===== config.mk =====
export PLATFORM = sky130hd
export DESIGN_NAME = ifns_rx_word_assembler
export DESIGN_NICKNAME = d
export VERILOG_FILES = /design/src/rtl/ifns_rx_word_assembler.sv
export SDC_FILE = /design/constraint.sdc
export NUM_CORES = 1
export LEC_CHECK = 0
export ABC_AREA = 1
export CAP_MARGIN = 20
export CORE_ASPECT_RATIO = 1.2
export CORE_MARGIN = 10
export CORE_UTILIZATION = 50
export CTS_CLUSTER_DIAMETER = 50
export DETAILED_ROUTE_END_ITERATION = 6
export HOLD_SLACK_MARGIN = 0.06
export PLACE_DENSITY = 0.75
export SLEW_MARGIN = 20
export SYNTH_ARGS = -nofsm -noshare
export SYNTH_HDL_FRONTEND = slang
export SYNTH_SLANG_ARGS = --single-unit

===== constraint.sdc =====
create_clock -name clock -period 3.5 [get_ports clock]
set_input_delay 0.7 -clock clock [delete_from_list [all_inputs] [get_ports clock]]
set_output_delay 0.7 -clock clock [all_outputs]
set_load 0.005 [all_outputs]

===== src/rtl/ifns_rx_word_assembler.sv =====
// rtl/ifns_rx_word_assembler.sv - packs NUM_CHUNKS decoded IFNS chunks into one wide word
// Output word is held under valid/ready; words completing while it is occupied are dropped.
module ifns_rx_word_assembler #(
  parameter int DATA_W     = 5,
  parameter int NUM_CHUNKS = 4,
  parameter bit LSB_FIRST  = 1'b1
) (
  input  logic                          clock,
  input  logic                          rst_n,
  input  logic [DATA_W-1:0]             din,
  input  logic                          din_valid,
  input  logic                          frame_start,
  output logic [DATA_W*NUM_CHUNKS-1:0]  word_out,
  output logic                          word_valid,
  input  logic                          word_ready,
  output logic                          overflow,
  input  logic                          ovf_clr,
  output logic [$clog2(NUM_CHUNKS)-1:0] chunk_cnt
);

  localparam int WORD_W = DATA_W * NUM_CHUNKS;
  localparam int CNT_W  = $clog2(NUM_CHUNKS);
  localparam logic [CNT_W-1:0] LAST = CNT_W'(NUM_CHUNKS - 1);

  logic [WORD_W-1:0] asm_q;
  logic [WORD_W-1:0] merged;
  logic [CNT_W-1:0]  slot;
  logic [CNT_W-1:0]  pos;
  logic              complete;
  logic              accept;
  logic              drop;

  // frame_start forces the incoming chunk into slot 0 regardless of the counter
  always_comb begin
    slot   = frame_start ? '0 : chunk_cnt;
    pos    = LSB_FIRST ? slot : (LAST - slot);
    merged = asm_q;
    for (int k = 0; k < NUM_CHUNKS; k++) begin
      if (CNT_W'(k) == pos) merged[k*DATA_W +: DATA_W] = din;
    end
  end

  assign complete = din_valid && !frame_start && (chunk_cnt == LAST);
  assign accept   = !word_valid || word_ready;
  assign drop     = complete && !accept;

  always_ff @(posedge clock or negedge rst_n) begin
    if (!rst_n) begin
      asm_q     <= '0;
      chunk_cnt <= '0;
    end else begin
      if (din_valid) asm_q <= merged;
      if (frame_start) begin
        chunk_cnt <= din_valid ? CNT_W'(1) : '0;
      end else if (din_valid) begin
        chunk_cnt <= complete ? '0 : chunk_cnt + CNT_W'(1);
      end
    end
  end

  always_ff @(posedge clock or negedge rst_n) begin
    if (!rst_n) begin
      word_out   <= '0;
      word_valid <= 1'b0;
    end else if (complete && accept) begin
      word_out   <= merged;
      word_valid <= 1'b1;
    end else if (word_valid && word_ready) begin
      word_valid <= 1'b0;
    end
  end

  // a drop in the same cycle as ovf_clr keeps the flag set
  always_ff @(posedge clock or negedge rst_n) begin
    if (!rst_n) begin
      overflow <= 1'b0;
    end else if (drop) begin
      overflow <= 1'b1;
    end else if (ovf_clr) begin
      overflow <= 1'b0;
    end
  end

endmodule


* Word level (Yosys, flattened, before mapping)
Cells that the tools add are included.
** Word-level totals
- Register bits after elaboration :: 44
- Latch bits :: 0
- Bits in writable memories :: 0
- ROM bits :: 0
- Bits of input ports :: 11
- Output and inout bits :: 24
- Memories :: 0
** Cells by class
- Add/subtract/negate cells :: 1
- Multipliers :: 0
- Divide/modulo/power cells :: 0
- Magnitude comparators :: 0
- Eq/ne operators :: 4
- Shifts and indexed selects :: 0
- Multiplexer cells :: 13
- Bitwise operators :: 0
- Reduce and logical (&&, ||, !) cells :: 13
** Operator list (count)
- $mux W5 :: 4
- $mux W2 :: 4
- $reduce_bool A2 Y1 :: 3
- $logic_and A1 B1 Y1 :: 5
- $mux W1 :: 5
- $eq A2 B2 Y1 const A :: 2
- $logic_not A1 Y1 :: 3
- $add A2 B1 Y2 const B :: 1
- $eq A1 B2 Y1 const A :: 1
- $eq A2 B2 Y1 const B :: 1
- $logic_not A2 Y1 :: 1
- $logic_or A1 B1 Y1 :: 1

* Depth between registers and ports, before layout
Gate-level depths: netlist (run 1).
- Depth in word-level cells :: 6
- Depth in mapped cells :: 7
- Mapped depth without buffers :: 6

* Worst setup path after synthesis (run 1)
No wires, ideal clock.
- Path type :: input port to flip-flop
- Start :: in frame_start
- End :: reg word_out[10]
- Setup time :: 0.118 ns
- Arrival :: 1.254 ns
- Data required time :: 3.382 ns
- Setup slack :: 2.129 ns
- Cell stages on the path :: 7
- Buffers on the path :: 1
- Path through :: inv_2 nand3_2 nor2_2 inv_2 buf_2 nand2_1 nand2_1
** Between the ends
- Word-level cells in the longest chain between the ends :: 4
- Elaborated cells between the ends (all ways) :: 7
- Those cells by class :: eq/ne (1); mux (2); reduce/logical (4)
** RTL lines
- start, declared :: line 12 : input logic frame_start,
- branches (longest 4 deep; another with $mux W5)
- end signal, assigned :: line 66 : word_out <= merged;
- end, declared :: line 13 : output logic [DATA_W*NUM_CHUNKS-1:0] word_out,
Several ways; the timed one is not identified.
A chain may end at the register's enable or synchronous reset.

* Worst setup path after layout (run 1)
- Start :: reg chunk_cnt[0]
- End :: out chunk_cnt[0]
** RTL lines
- start, declared :: line 18 : output logic [$clog2(NUM_CHUNKS)-1:0] chunk_cnt
- start signal, assigned :: line 54 : chunk_cnt <= din_valid ? CNT_W'(1) : '0;
- start signal, assigned :: line 56 : chunk_cnt <= complete ? '0 : chunk_cnt + CNT_W'(1);
No word-level cell between the ends.

==> reports/metrics.yaml, run 1 <==
grt_max_degree: 45
ys_seq_elements: 44
netlist.area_leader.share_pct: 53.17
post-cts-setup-buffer-count: 0
power_frac_seq_pct: 50.2
fin_area_sq_um: 2491
drc: 0
grt_pass1_vias: 1724
tightestPinTransition_ps: 920.2
wl_per_cell_um: 13.18
ctsResizeCount: 0
clockRootBuffer: "clkbuf_8"
fillers: 366
vias: 1745
synth_top_flop_cell: "dfrtp_1"
cts_buffers: 5
p_int_mw: 0.9977
syn_area_sq_um: 2071
ctsHoldBuffers: 0
fin_crit_ps: 2255
ant_nets: 0
power.share.clock_pct: 19.9
setup-violations-final: 0
cp_num_buf_inv: 1
postSynthCellCount: 267
dpl-instance-area_sq_um: 2422
grt_usage_pct: 13.84
rrSetupSlack_ps: 1600
slew_viol_final: 0
maxCapViolations: 0
antenna_found_initial: 0
drt_wl_total_mm: 4.626
diodes: 0
reg2reg_from: "chunk_cnt[0]$_DFFE_PN0P_"
synth-seq-area-share_pct: 53.17
combPwrFrac_pct: 29.9
cts_tree: "done"
critical_path.slowest_cell: "dfrtp_1"
grt_pass1_wl_mm: 8.031
path_max_fanout: 12
drt_iter0_markers: 162
initial_core_util_pct: 52.13
critPathTopFamily: "flip-flops"
cts.sinks: 44
grt-ovfl-total: 0
skew_ps: 7.231
hold_depth: 2
clock_latency_ps: 290
rows: 25
clk_pin_slew_worst_paths_ps: 70
io_pins: 35
ys_types: 19
viasPerCell: 4.972
hp-start: "word_out[6]$_DFFE_PN0P_"
slowest_delay_ps: 650
cp-end-kind: "primary output"
fmax_mhz: 443.5
synthTopCellsByArea: "dfrtp_1 53%, nand2_1 21%, nand3_1 12%, inv_1 4.4%, nand4_1 1.5%"
io_buffers: 34
status: "completed"
synth_common_cells: "118 x nand2_1, 49 x nand3_1, 44 x dfrtp_1"
die_h_um: 90.50
power_leakage_nw: 1.342
p_sw_mw: 0.4184
dieArea_sq_um: 7126
hold_viol: 0
area_delta_synth_final_pct: 20.30
min_path_type: "register to register"
ys_warn_count: 0
syn_avg_cell_area_sq_um: 7.756
slew_headroom_pct: 38.65
synth_most_common_cell: "nand2_1"
synth_top_area_cell: "dfrtp_1"
multi_input_area_sq_um: 798.3
synth_edf_count: 0
die_w_um: 78.75
cts_buffer_depth: 2
power_density_nw_per_um2: 568.5
arrival_ps: 1550
start_kind: "register"
fin_nets: 311
gp_congestion: 0.8048
path_cells: "clkdlybuf4s50_1"
timing.final.crit_share_pct: 64.42
critPathKind: "register to primary output"
p_sw_share_pct: 29.55
regArea_sq_um: 1101
core-area_sq_um: 3973
drive_gt1_share_pct: 5.387
r2r_end: "word_out[7]$_DFFE_PN0P_"
async_flop_share_pct: 100.0
grt_setup_unrepaired: "false"
worstRegToRegCells: 7
holdPathEnd: "word_out[6]$_DFFE_PN0P_"
htreeDepth: 2
tns_ps: 0
vdd_ir_drop_max_v: 0.0003611
place_hpwl_mm: 3.198
syn_nets: 279
required_ps: 2800
first_pass_iters: 4
[stage by stage]
stage                     total power, mW  std cells  util [%]  hold slack, ps  worst slack [ps]
after floorplan                    0.9131        267         -           404.4              2129
after global placement              1.138        346     60.98           461.7              1043
after detailed placement            1.150        346     60.98           465.0             980.3
after CTS                           1.434        351     62.71           483.3              1261
after global routing                1.526        351     62.71           494.8              1115
final                               1.416        351     62.71           477.6              1245
[sequential cells by signal, summed over array words and instances (netlist names)]
register and flops:
chunk_cnt 2, asm_q 20, word_valid 1, word_out 20, overflow 1
[placed cells by master, fill, tap and decap left out]
| master | synthesis | layout |
|---|---|---|
| o22ai_1 | 1 | 1 |
| inv_2 | 4 | 4 |
| nand2_4 | 1 | 1 |
| nand4_1 | 5 | 5 |
| nor2_2 | 2 | 2 |
| nand2_1 | 118 | 118 |
| nor3_1 | 1 | 1 |
| nand3_1 | 49 | 49 |
| inv_1 | 24 | 24 |
| clkbuf_8 | 0 | 5 |
| a21oi_1 | 1 | 1 |
| buf_2 | 2 | 1 |
| o21ai_0 | 1 | 1 |
| ha_1 | 1 | 1 |
| dfrtp_1 | 44 | 44 |
| nand3_2 | 1 | 1 |
| clkdlybuf4s50_1 | 0 | 33 |
| buf_4 | 4 | 2 |
| nor2_1 | 3 | 3 |
[kinds of logic (layout without fill, tap and decap cells)]
group                    after synthesis  after routing  share of synthesized area, %
adder cells (fa/ha/maj)                1              1                        0.6041
AND/OR/NAND/NOR                      180            180                         37.16
AO/OA/AOI/OAI                          3              3                        0.7852
flip-flops                            44             44                         53.17
buffers and inverters                 39             69                         8.278
[final cells by class]
class | instances | area share (%)
Multi-Input combinational cell | 184 | 32.04
Clock buffer | 5 | 2.762
Tap cell | 54 | 2.712
Timing Repair Buffer | 36 | 14.06
Sequential cell | 44 | 44.20
Inverter | 28 | 4.219
[power groups by stage]
stage               combinational, mW  sequential, mW  clock, mW
floorplan                       0.197           0.716          0
detailed placement              0.429           0.721          0
finish                          0.423           0.711      0.282
CTS                             0.434           0.712      0.287
global route                    0.487           0.726      0.314
global placement                0.419           0.719          0
[metal layers]
metal  up-vias  part of all wire, %  GRT usage, %
li1        898                    -             -
met1       799                   45         16.18
met2        42                   47         22.60
met3         6                  6.8         5.279
met4         0                  1.2         4.491
met5         -                    0             0
[worst max-delay path by stage]
stage	start	to	depth (start not counted)
6_report	chunk_cnt[0]$_DFFE_PN0P_	chunk_cnt[0]	1
5_1_grt	din_valid	word_out[19]$_DFFE_PN0P_	7
4_1_cts	chunk_cnt[0]$_DFFE_PN0P_	chunk_cnt[0]	1
3_5_place_dp	din_valid	word_out[14]$_DFFE_PN0P_	7
3_3_place_gp	din_valid	word_out[9]$_DFFE_PN0P_	7
2_1_floorplan	frame_start	word_out[10]$_DFFE_PN0P_	7
Power figures use the tool's default switching activity.
==> inputs of run 2 (changes only) <==
- CORE_UTILIZATION: 50 -> 47
- PLACE_DENSITY: 0.75 -> 0.74
- clock period: 3.5 -> 1.95 ns (I/O delays scaled with it)
==> run 2 against run 1 <==
  * Via count up 3.0%
  * Combinational power up 84%
  * Wire length up 2.5%
  * Total power up 82%
  * Clock-buffer cell count up 1
  * Design area up 2.3%
  * Hold slack worse by 330 ps
==> reports/metrics.yaml, run 2 (synthesis results as in run 1) <==
worst_slack_ps: 96.77  # -1149 ps
viasPerCell: 4.978  # +0.13%
cp_num_buf_inv: 1  # unchanged
grt_setup_unrepaired: "false"
slew_headroom_pct: 64.39  # +26 points
slowest_delay_ps: 590  # -60 ps
grt_usage_pct: 13.56  # -0.28 points
reg_top3: "asm_q x20, word_out x20, chunk_cnt x2"
setup-violations-final: 0  # unchanged
place_hpwl_mm: 3.507  # +9.7%
clk_pin_slew_worst_paths_ps: 80  # about the same
area_delta_synth_final_pct: 23.02
arrival_ps: 1460  # -90 ps
ctsResizeCount: 0  # unchanged
reg2reg_from: "chunk_cnt[1]$_DFFE_PN0P_"
rrSetupSlack_ps: 340  # -1260 ps
crit_end: "chunk_cnt[1]"
drive_gt1_share_pct: 7.541  # +2.2 points
fin_nets: 317  # +1.9%
diodes: 0  # unchanged
htreeDepth: 2  # unchanged
gp_congestion: 0.8664  # +7.7%
rows: 26  # +4.0%
cp-end-kind: "primary output"
grt_max_degree: 45  # unchanged
pre_cts_slack_ps: 83.40  # -896.9 ps
timing.final.crit_share_pct: 95.04
io_pins: 35  # unchanged
r2r_end: "word_out[4]$_DFFE_PN0P_"
start_kind: "register"
fin_area_sq_um: 2547  # +2.3%
grt-ovfl-total: 0  # unchanged
cts_tree: "done"
grt_pass1_wl_mm: 8.114  # +1.0%
cts_buffers: 5  # unchanged
die_w_um: 80.60  # +2.3%
cts.sinks: 44  # unchanged
tightestPinTransition_ps: 534.1  # -386.1 ps
required_ps: 1560  # -1240 ps
clock_latency_ps: 290  # about the same
total_power_mw: 2.578  # +82%
io_buffers: 34  # unchanged
maxCapViolations: 0  # unchanged
post-cts-setup-buffer-count: 0  # unchanged
tns_ps: 0  # unchanged
worstRegToRegCells: 6  # -1
vdd_ir_drop_max_v: 0.0005148  # +43%
path_cells: "clkdlybuf4s50_1"
first_pass_iters: 4  # unchanged
power_leakage_nw: 1.376  # +2.6%
final_common_cell: "nand2_1"
dieArea_sq_um: 7472  # +4.9%
critPathKind: "register to primary output"
critical_path.slowest_cell: "clkdlybuf4s50_1"
fin_crit_ps: 1853
slew_viol_final: 0  # unchanged
grt_pass1_vias: 1748  # +1.4%
clockRootBuffer: "clkbuf_8"
core-area_sq_um: 4262  # +7.3%
path_max_fanout: 11  # -1
status: "completed"
initial_core_util_pct: 48.59  # -3.5 points
drt_wl_total_mm: 4.743  # +2.5%
fillers: 400  # +9.3%
skew_ps: 4.298  # -2.933 ps
final_cell_mix: "118 x nand2_1, 49 x nand3_1, 44 x dfrtp_1, 33 x clkdlybuf4s50_1, 24 x inv_1"
die_h_um: 92.71  # +2.4%
dpl-instance-area_sq_um: 2470  # +2.0%
drt_iter0_markers: 86  # -47%
final_util_pct: 59.78  # -2.9 points
cts_buffer_depth: 2  # unchanged
cp.depth: 1  # unchanged
critPathLaunch: "chunk_cnt[1]$_DFFE_PN0P_"
ant_nets: 0  # unchanged
drc: 0  # unchanged
hold_viol: 0  # unchanged
antenna_found_initial: 0  # unchanged
wl_per_cell_um: 13.14  # -0.31%
fmax_mhz: 539.6
power_density_nw_per_um2: 1012  # +78%
min_path_type: "primary input to asynchronous set/reset pin"
critPathTopFamily: "buffers and inverters"
vias: 1797  # +3.0%
ctsHoldBuffers: 0  # unchanged
==> run 2: cell count changes in the layout (fill, tap and decap cells not counted), sizes merged <==
cell	before	now
buf	3	9
clkbuf	5	6
clkinv	0	1
==> run 2: worst register-to-register path: cells and delay by family, from the launching register on <==
| kind | cells | cell delay [ps] |
|---|---|---|
| DFF | 1 | 580 |
| buffers and inverters | 1 | 180 |
| adders and majority gates | 1 | 290 |
| and+or+nand+nor | 4 | 450 |
==> run 2: routing by layer <==
| layer | vias to the layer above | global-route usage [%] | wire, um | part of all wire, % |
|---|---|---|---|---|
| met1 | 834 | 16.33 | 2043 | 43 |
| li1 | 912 | - | - | - |
| met4 | 0 | 5.882 | 92 | 1.9 |
| met5 | - | 0 | 0 | 0 |
| met3 | 8 | 4.062 | 343 | 7.2 |
| met2 | 43 | 21.68 | 2264 | 48 |
==> run 2: how the worst min path moves through the flow <==
stage	endpoint	slack, ps	cells after the start	from
after floorplan	asm_q[0]$_DFFE_PN0P_	90	0	rst_n
after global placement	asm_q[13]$_DFFE_PN0P_	460	2	asm_q[13]$_DFFE_PN0P_
after detailed placement	word_out[13]$_DFFE_PN0P_	460	2	word_out[13]$_DFFE_PN0P_
after CTS	word_out[14]$_DFFE_PN0P_	180	2	rst_n
after global routing	word_out[13]$_DFFE_PN0P_	210	2	rst_n
final	word_out[14]$_DFFE_PN0P_	150	2	rst_n
==> run 2: power breakdown <==
group	total, mW	internal, mW	switching, mW
clock network	0.529	0.244	0.285
logic	0.777	0.424	0.353
registers	1.27	1.14	0.128
total	2.58	1.81	0.766
==> run 2: layout make-up <==
class	count	area, sq um	area share [%]
Timing Repair Buffer	42	395.4	15.52
Clock buffer	6	72.57	2.849
Multi-Input combinational cell	184	798.3	31.34
Sequential cell	44	1101	43.22
Tap cell	56	70.07	2.750
Inverter	28	105.1	4.126
Clock inverter	1	5.005	0.1965
==> run 2: metrics by stage <==
stage          std cells  hold slack (ps)
2_1_floorplan        267            94.41
3_3_place_gp         354            461.4
3_5_place_dp         354            464.4
4_1_cts              361            175.9
5_1_grt              361            212.6
6_report             361            151.8
==> inputs of run 3 (changes only) <==
- SKIP_CTS_REPAIR_TIMING: default -> 1
==> results of run 3 <==
The final DEF is identical to that of run 2; final timing and power are the same.
